$ cat src/rtl/cic_pkg.sv
// Shared definitions for the audio CIC decimator.
// Default geometry is 16-bit audio, order 3, decimation by 30 (960 kHz -> 32 kHz).
// acc_width() returns the register growth needed to hold a gain of R^N without
// loss: IN_W + ceil(log2(R^N)).
package cic_pkg;

    localparam int IN_W  = 16;
    localparam int OUT_W = 16;
    localparam int R     = 30;
    localparam int N     = 3;

    function automatic int acc_width(input int in_w, input int n, input int r);
        return in_w + $clog2(r ** n);
    endfunction

    localparam int ACC_W = acc_width(IN_W, N, R);

    typedef logic signed [ACC_W-1:0] acc_t;

    typedef enum logic [1:0] {
        IDLE,
        COMB,
        OUT
    } state_t;

endpackage

$ cat src/rtl/cic_integrator.sv
// One CIC integrator stage: a free-running modular accumulator.
// Ports:
//   clk, reset_n  system clock, asynchronous active-low reset
//   en            accumulate strobe (one clk per input sample)
//   add           value added on each strobe
//   acc           accumulator value; wraps at W bits by design
module cic_integrator #(
    parameter int W = 31
) (
    input  logic         clk,
    input  logic         reset_n,
    input  logic         en,
    input  logic [W-1:0] add,
    output logic [W-1:0] acc
);

    always_ff @(posedge clk or negedge reset_n) begin
        if (!reset_n) begin
            acc <= '0;
        end else if (en) begin
            acc <= acc + add;
        end
    end

endmodule

$ cat src/rtl/audio_cic_decimator.sv
// CIC decimator feeding the codec controller: N integrators run on every en960k
// sample, every R-th sample the last integrator is snapshotted, and a small FSM
// runs the N comb stages one per clk before publishing a new audio word.
//
// state | meaning
// IDLE  | waiting for a decimation event (go)
// COMB  | evaluating comb stage c, one stage per clk
// OUT   | audio_dat holds the new word, dout_valid high for this clk
//
// Ports:
//   clk, reset_n  system clock, asynchronous active-low reset
//   en960k        input sample strobe, one clk wide
//   din           two's-complement input sample, valid with en960k
//   audio_dat     decimated output word, held between updates
//   dout_valid    one-clk pulse while a fresh audio_dat is presented
//   overrun       sticky: a decimation event arrived while the combs were busy
module audio_cic_decimator #(
    parameter int IN_W  = cic_pkg::IN_W,
    parameter int OUT_W = cic_pkg::OUT_W,
    parameter int R     = cic_pkg::R,
    parameter int N     = cic_pkg::N
) (
    input  logic             clk,
    input  logic             reset_n,
    input  logic             en960k,
    input  logic [IN_W-1:0]  din,
    output logic [OUT_W-1:0] audio_dat,
    output logic             dout_valid,
    output logic             overrun
);

    import cic_pkg::*;

    localparam int ACC_W  = acc_width(IN_W, N, R);
    localparam int DCNT_W = $clog2(R);
    localparam int CW     = (N > 1) ? $clog2(N) : 1;

    logic [ACC_W-1:0]  din_ext;
    logic [ACC_W-1:0]  add   [N];
    logic [ACC_W-1:0]  integ [N];
    logic [ACC_W-1:0]  last_next;
    logic [ACC_W-1:0]  snap;
    logic [DCNT_W-1:0] dcnt;
    logic              go;

    state_t            state, state_next;
    logic [CW-1:0]     c;
    logic [ACC_W-1:0]  x;
    logic [ACC_W-1:0]  dly [N];
    logic [ACC_W-1:0]  comb_y;

    assign din_ext = {{(ACC_W-IN_W){din[IN_W-1]}}, din};

    // Stage k adds the pre-update value of stage k-1, so the chain is pipelined.
    for (genvar k = 0; k < N; k++) begin : g_int
        if (k == 0) begin : g_first
            assign add[k] = din_ext;
        end else begin : g_rest
            assign add[k] = integ[k-1];
        end
        cic_integrator #(.W(ACC_W)) u_int (
            .clk     (clk),
            .reset_n (reset_n),
            .en      (en960k),
            .add     (add[k]),
            .acc     (integ[k])
        );
    end

    // Value the last integrator takes on this strobe, so snap sees the
    // sample that closes the decimation window.
    assign last_next = integ[N-1] + add[N-1];

    always_ff @(posedge clk or negedge reset_n) begin
        if (!reset_n) begin
            dcnt <= '0;
            snap <= '0;
            go   <= 1'b0;
        end else begin
            go <= 1'b0;
            if (en960k) begin
                if (dcnt == DCNT_W'(R-1)) begin
                    dcnt <= '0;
                    snap <= last_next;
                    go   <= 1'b1;
                end else begin
                    dcnt <= dcnt + DCNT_W'(1);
                end
            end
        end
    end

    always_ff @(posedge clk or negedge reset_n) begin
        if (!reset_n) begin
            state <= IDLE;
        end else begin
            state <= state_next;
        end
    end

    always_comb begin
        state_next = state;
        dout_valid = 1'b0;
        case (state)
            IDLE: if (go) state_next = COMB;
            COMB: if (c == CW'(N-1)) state_next = OUT;
            OUT: begin
                dout_valid = 1'b1;
                state_next = IDLE;
            end
            default: state_next = IDLE;
        endcase
    end

    assign comb_y = x - dly[c];

    // audio_dat is loaded on the clk that finishes the last comb, so it is
    // already stable during the OUT clk that carries dout_valid.
    always_ff @(posedge clk or negedge reset_n) begin
        if (!reset_n) begin
            c         <= '0;
            x         <= '0;
            audio_dat <= '0;
            overrun   <= 1'b0;
            for (int k = 0; k < N; k++) dly[k] <= '0;
        end else begin
            case (state)
                IDLE: begin
                    if (go) begin
                        x <= snap;
                        c <= '0;
                    end
                end
                COMB: begin
                    dly[c] <= x;
                    x      <= comb_y;
                    if (c == CW'(N-1)) begin
                        audio_dat <= comb_y[ACC_W-1 -: OUT_W];
                    end else begin
                        c <= c + CW'(1);
                    end
                end
                default: ;
            endcase
            if (go && state != IDLE) overrun <= 1'b1;
        end
    end

endmodule

$ cat config.mk
export PLATFORM = sky130hd
export DESIGN_NAME = audio_cic_decimator
export DESIGN_NICKNAME = d
export VERILOG_FILES = /design/src/rtl/cic_pkg.sv /design/src/rtl/cic_integrator.sv /design/src/rtl/audio_cic_decimator.sv
export SDC_FILE = /design/constraint.sdc
export NUM_CORES = 1
export LEC_CHECK = 0
export CORE_MARGIN = 2
export CORE_UTILIZATION = 50
export DETAILED_ROUTE_END_ITERATION = 10
export PLACE_DENSITY_LB_ADDON = 0.15
export SLEW_MARGIN = 20
export SYNTH_ARGS = -nofsm -noshare
export SYNTH_HDL_FRONTEND = slang
export SYNTH_HIERARCHICAL = 1
export SYNTH_SLANG_ARGS = --single-unit
$ cat constraint.sdc
create_clock -name clk -period 4.85 [get_ports clk]
set_input_delay 0.485 -clock clk [delete_from_list [all_inputs] [get_ports clk]]
set_output_delay 0.485 -clock clk [all_outputs]
set_load 0.02 [all_outputs]
==> results.cfg, run 1 <==
[run_status]
run_status = finished clean

[cells_and_area]
nets = 2228
final_util = 0.559
drive_gt1_frac = 0.126
diodes = 0
fin_area_sq_um = 21100
areaGrowthSynthToFinish_pct = 9.93

[logic_synthesis]
ys.flop_type = dfrtp_1
synthArstFlopShare = 1.00
syn_inst = 2059
yosys_warnings = 6
yosysSeqAreaShare = 0.358
synth.avg_cell_area_sq_um = 9.32
synth_seq_cells = 275
syn_nets = 2241
yosysUniqueCellTypes = 76
netlist_area_sq_um = 19200
synth_edf_count = 0

[clock_tree]
ctsLongestPathBuffers = 3
cts_buffers = 34
ctsResizeCount = 0
postCtsSetupBuffers = 0
cts_tree = done
clk_pin_slew_ns = 0.06
htree_levels = 2
cts.sinks = 275
ctsHoldBuffers = 0
clock-root-buffer = clkbuf_16
clk_latency_ns = 0.54

[floorplan]
fp.dieW_um = 200
die_h_um = 200
ioPinCount = 37
fp.coreArea_sq_um = 37800
initial_utilization = 0.509
num_rows = 71
die-area_sq_um = 40000

[timing]
rsz0062_at_grt = false
finalSetupViolCount = 0
skew_ns = 0.0215
finalCritPeriodShare = 0.823
max_freq_mhz = 250
hold_viol_final = 0
finalSetupTns_ns = 0
fin_crit_ns = 3.99
worst_slew_pin_slew_ns = 0.936
maxSlewViolCount = 0
slew-limit-headroom = 0.374

[setup_path]
crit_path_start_kind = flop
crit_path_end_kind = flop
critPathArrivalTime_ns = 4.39
worstPathMaxFanout = 24
cp.required_ns = 5.25
reg2regPathDepth = 13
worstSetupPathType = flop to flop

[detailed_routing]
dr.pass1.iters = 5
antenna_left = 0
wirelength_mm = 46.0
drc = 0
top_layer = met4
wl_met1_mm = 20.7
wl_met3_mm = 1.50
drt_iter0_drc = 811
vias = 15200
routed_via_density = 5.89
met2RoutedLength_mm = 22.3
detail_route.wl_per_cell_um = 17.8

[placement]
io_buffer_count = 36
dpl_cell_area_sq_um = 19900
hpwl_mm = 33.6
place.gp.congestion = 0.921

[global_route]
grt.total_usage = 0.239
grt_pass1_vias = 15300
grt_pass1_wl_mm = 77.1
grt_max_degree = 117
grt_overflow = 0
antenna_found_initial = 0

[hold_path]
hold_class = input port to asynchronous set/reset pin

[run]
cap_viol_max_count = 0
-- path summary, 6_finish.rpt --
path,start,endpoint,slack [ns]
worst min-delay path,reset_n,dly[62],0.02
worst max-delay path,c[1],audio_dat[15],0.86
worst max register to register,c[1],audio_dat[15],0.86
worst min register to register,overrun,overrun,0.46
max in group asynchronous,reset_n,g_int[0].u_int/acc[29],3.74
min in group clk,overrun,overrun,0.46
-- kinds of logic (layout without fill, tap and decap cells) --
group           Yosys count  count (layout)  share of synthesized area
flops                   275             275                      0.358
simple gates            501             501                      0.119
fa+ha+maj               163             163                      0.108
xor+xnor                125             125                     0.0570
mux                     184             184                      0.106
buf+inv                 159             171                     0.0321
compound gates          652             652                      0.220
-- sequential cells by signal, indices dropped and copies added (netlist names) --
register and count:
snap 31, dcnt 5, x 31, g_int.u_int/acc 93, audio_dat 16, dly 93, go 1, overrun 1
c 2, state 2
-- final cells by class --
class | instances | area, sq um
Clock inverter | 18 | 193
Timing Repair Buffer | 52 | 495
Tap cell | 511 | 639
Clock buffer | 43 | 966
Sequential cell | 275 | 6880
Fill cell | 3387 | 16600
Multi-Input combinational cell | 1625 | 11700
Inverter | 58 | 218
-- per-layer routing --
| metal | track usage | up-vias |
|---|---|---|
| met5 | 0 | - |
| li1 | - | 7546 |
| met4 | 0.0831 | 0 |
| met1 | 0.298 | 7301 |
| met3 | 0.0346 | 90 |
| met2 | 0.424 | 270 |
-- critical path: stages (launching register included) --
cell and delay, ns:
dfrtp_2 0.63, nor2_2 0.41, buf_4 0.37, a21oi_1 0.12
ha_1 0.37, and3_1 0.27, a31oi_1 0.17, o21ai_1 0.14
a21o_1 0.21, o31a_1 0.35, a311o_1 0.35, a21oi_1 0.19
xnor2_1 0.17, o21ai_1 0.08
-- cells in the mapped netlist (all sizes together) (27+ instances only) --
library cell | instances | area (sq um)
nor2 | 130 | 488
ha | 158 | 1980
o21ai | 137 | 701
mux2i | 33 | 330
nand3 | 42 | 210
mux2 | 151 | 1700
nand4 | 30 | 188
clkbuf | 86 | 323
inv | 57 | 214
o22ai | 27 | 169
dfrtp | 275 | 6880
nand2 | 194 | 728
a21o | 102 | 766
xnor2 | 85 | 744
a21oi | 209 | 1050
xor2 | 40 | 350
-- per-stage QoR --
step / hold WS [ns] / setup slack, ns / instances
floorplan: 0.189 / 0.998 / 2059
global placement: 0.450 / 0.919 / 2521
detailed placement: 0.454 / 0.845 / 2521
CTS: 0.0411 / 0.814 / 2582
global route: 0.104 / 0.554 / 2582
finish: 0.0190 / 0.857 / 2582
-- layout by cell type, fill, tap and decap left out, types with 9 or more instances in the layout --
master / count
o22ai_1: 27
nand2_1: 192
clkdlybuf4s50_1: 34
nand2b_1: 13
a21o_1: 102
nand4_1: 30
o211ai_1: 13
buf_4: 16
ha_1: 158
o21bai_1: 12
a21oi_1: 208
o21ai_1: 34
mux2_2: 151
xnor2_1: 85
nor3_1: 25
o21ai_0: 99
dfrtp_1: 274
a211oi_1: 23
nand3_1: 42
o22a_1: 24
a31oi_1: 17
and3_1: 16
clkinv_2: 11
mux2i_1: 33
o21a_1: 9
inv_1: 57
clkbuf_16: 35
a221o_1: 10
nor2b_1: 11
xor2_1: 40
nor2_1: 129
Power of run 1 is left out: the tool's default activity adds up to more than one toggle a clock period on the data nets, which glitch-free logic cannot reach.
==> inputs of run 2 (changes only) <==
- clock period: 4.85 -> 3.8 ns (I/O delays scaled with it)
==> results.cfg, run 2 (same netlist as run 1, synthesis figures left out) <==
[detailed_routing]
drc = 0
dr.pass1.iters = 6
detail_route.wl_per_cell_um = 18.1
wirelength_mm = 47.0
antenna_left = 0
drt_iter0_drc = 821
routed_via_density = 5.92
vias = 15400

[clock_tree]
clk_latency_ns = 0.53
clock-root-buffer = clkbuf_16
cts_tree = done
cts_buffers = 34
clk_pin_slew_ns = 0.06
htree_levels = 2
cts.sinks = 275
ctsLongestPathBuffers = 3

[global_route]
grt_max_degree = 89
grt_pass1_vias = 15600
grt_pass1_wl_mm = 78.2
grt.total_usage = 0.240
grt_overflow = 0
antenna_found_initial = 0

[hold_path]
hold_class = input port to flop
whs_path_depth = 2
hp-start = en960k

[placement]
io_buffer_count = 36
place.gp.congestion = 0.925
hpwl_mm = 34.2

[timing]
finalCritPeriodShare = 0.943
skew_ns = 0.0299
hold_viol_final = 0
fin_crit_ns = 3.58
worst_slew_pin_slew_ns = 0.860
maxSlewViolCount = 0
max_freq_mhz = 279
finalSetupTns_ns = 0
finalSetupViolCount = 0
rsz0062_at_grt = false
slew-limit-headroom = 0.423

[setup_path]
crit_path_start = c[1]
worstSetupPathType = flop to flop
reg2reg_from = c[1]
reg2reg_slack_ns = 0.22
reg2regPathDepth = 15
crit_path_start_kind = flop
crit_path_end_kind = flop
cp.required_ns = 4.19
critPathArrivalTime_ns = 3.98
worstPathMaxFanout = 5

[cells_and_area]
drive_gt1_frac = 0.133
diodes = 0
nets = 2247
areaGrowthSynthToFinish_pct = 11.1
largestRegisters = dly (93), g_int.u_int/acc (93)
final_common_cell = dfrtp_1
final_util = 0.565
final_cell_mix = dfrtp_1 (274), a21oi_1 (208), nand2_1 (192)

[floorplan]
ioPinCount = 37
fp.dieW_um = 200
initial_utilization = 0.509
die_h_um = 200
die-area_sq_um = 40000
num_rows = 71
fp.coreArea_sq_um = 37800

[run]
cap_viol_max_count = 0

[run_status]
run_status = finished clean
run 2: cell type report:
type                            instances  area, sq um
Fill cell                            3388        16400
Multi-Input combinational cell       1625        11700
Clock inverter                          9          118
Sequential cell                       275         6880
Timing Repair Buffer                   71          709
Inverter                               58          218
Clock buffer                           52         1030
Tap cell                              511          639
run 2: worst paths after layout:
kind | end
setup reg to reg | x[29]
min in group asynchronous | dly[62]
max in group asynchronous | g_int[1].u_int/acc[6]
setup / recovery | x[29]
hold reg to reg | overrun
hold / removal | g_int[1].u_int/acc[2]
run 2: timing repair:
item / 4_1_cts / 5_1_grt
setup buffers: 0 / 8
gates resized for setup: 0 / 7
endpoints found under the setup margin: 0 / 6
hold buffers: 1 / 0
hold endpoints to repair: 85 / 0
run 2: routing by layer:
| metal | GRT usage | share of wire | up-vias |
|---|---|---|---|
| met4 | 0.0763 | 0.029 | 0 |
| li1 | - | - | 7582 |
| met1 | 0.307 | 0.45 | 7419 |
| met5 | 0 | 0 | - |
| met3 | 0.0313 | 0.033 | 88 |
| met2 | 0.422 | 0.49 | 299 |
run 2: worst max-delay path: stages, from the launching register on:
cell and delay, ns:
dfrtp_2 0.43, buf_4 0.16, buf_4 0.13, mux2i_1 0.13, nor2_1 0.05, a21oi_1 0.12
ha_1 0.31, a21o_1 0.23, or4_1 0.43, and3_4 0.20, a41o_4 0.30, a31oi_2 0.20
o21ai_1 0.13, a221o_1 0.37, xnor2_2 0.16, o21ai_1 0.07
run 2: through the flow:
step	cell area, sq um	hold slack, ns	setup WS (ns)	instances
5_1_grt	21300	0.441	0.00220	2601
6_report	21300	0.416	0.217	2601
4_1_cts	21200	0.405	0.130	2592
3_5_place_dp	20100	0.445	0.146	2530
3_3_place_gp	20100	0.439	0.227	2530
2_1_floorplan	19200	0.0844	0.133	2059
Power of run 2 is left out for the same reason.
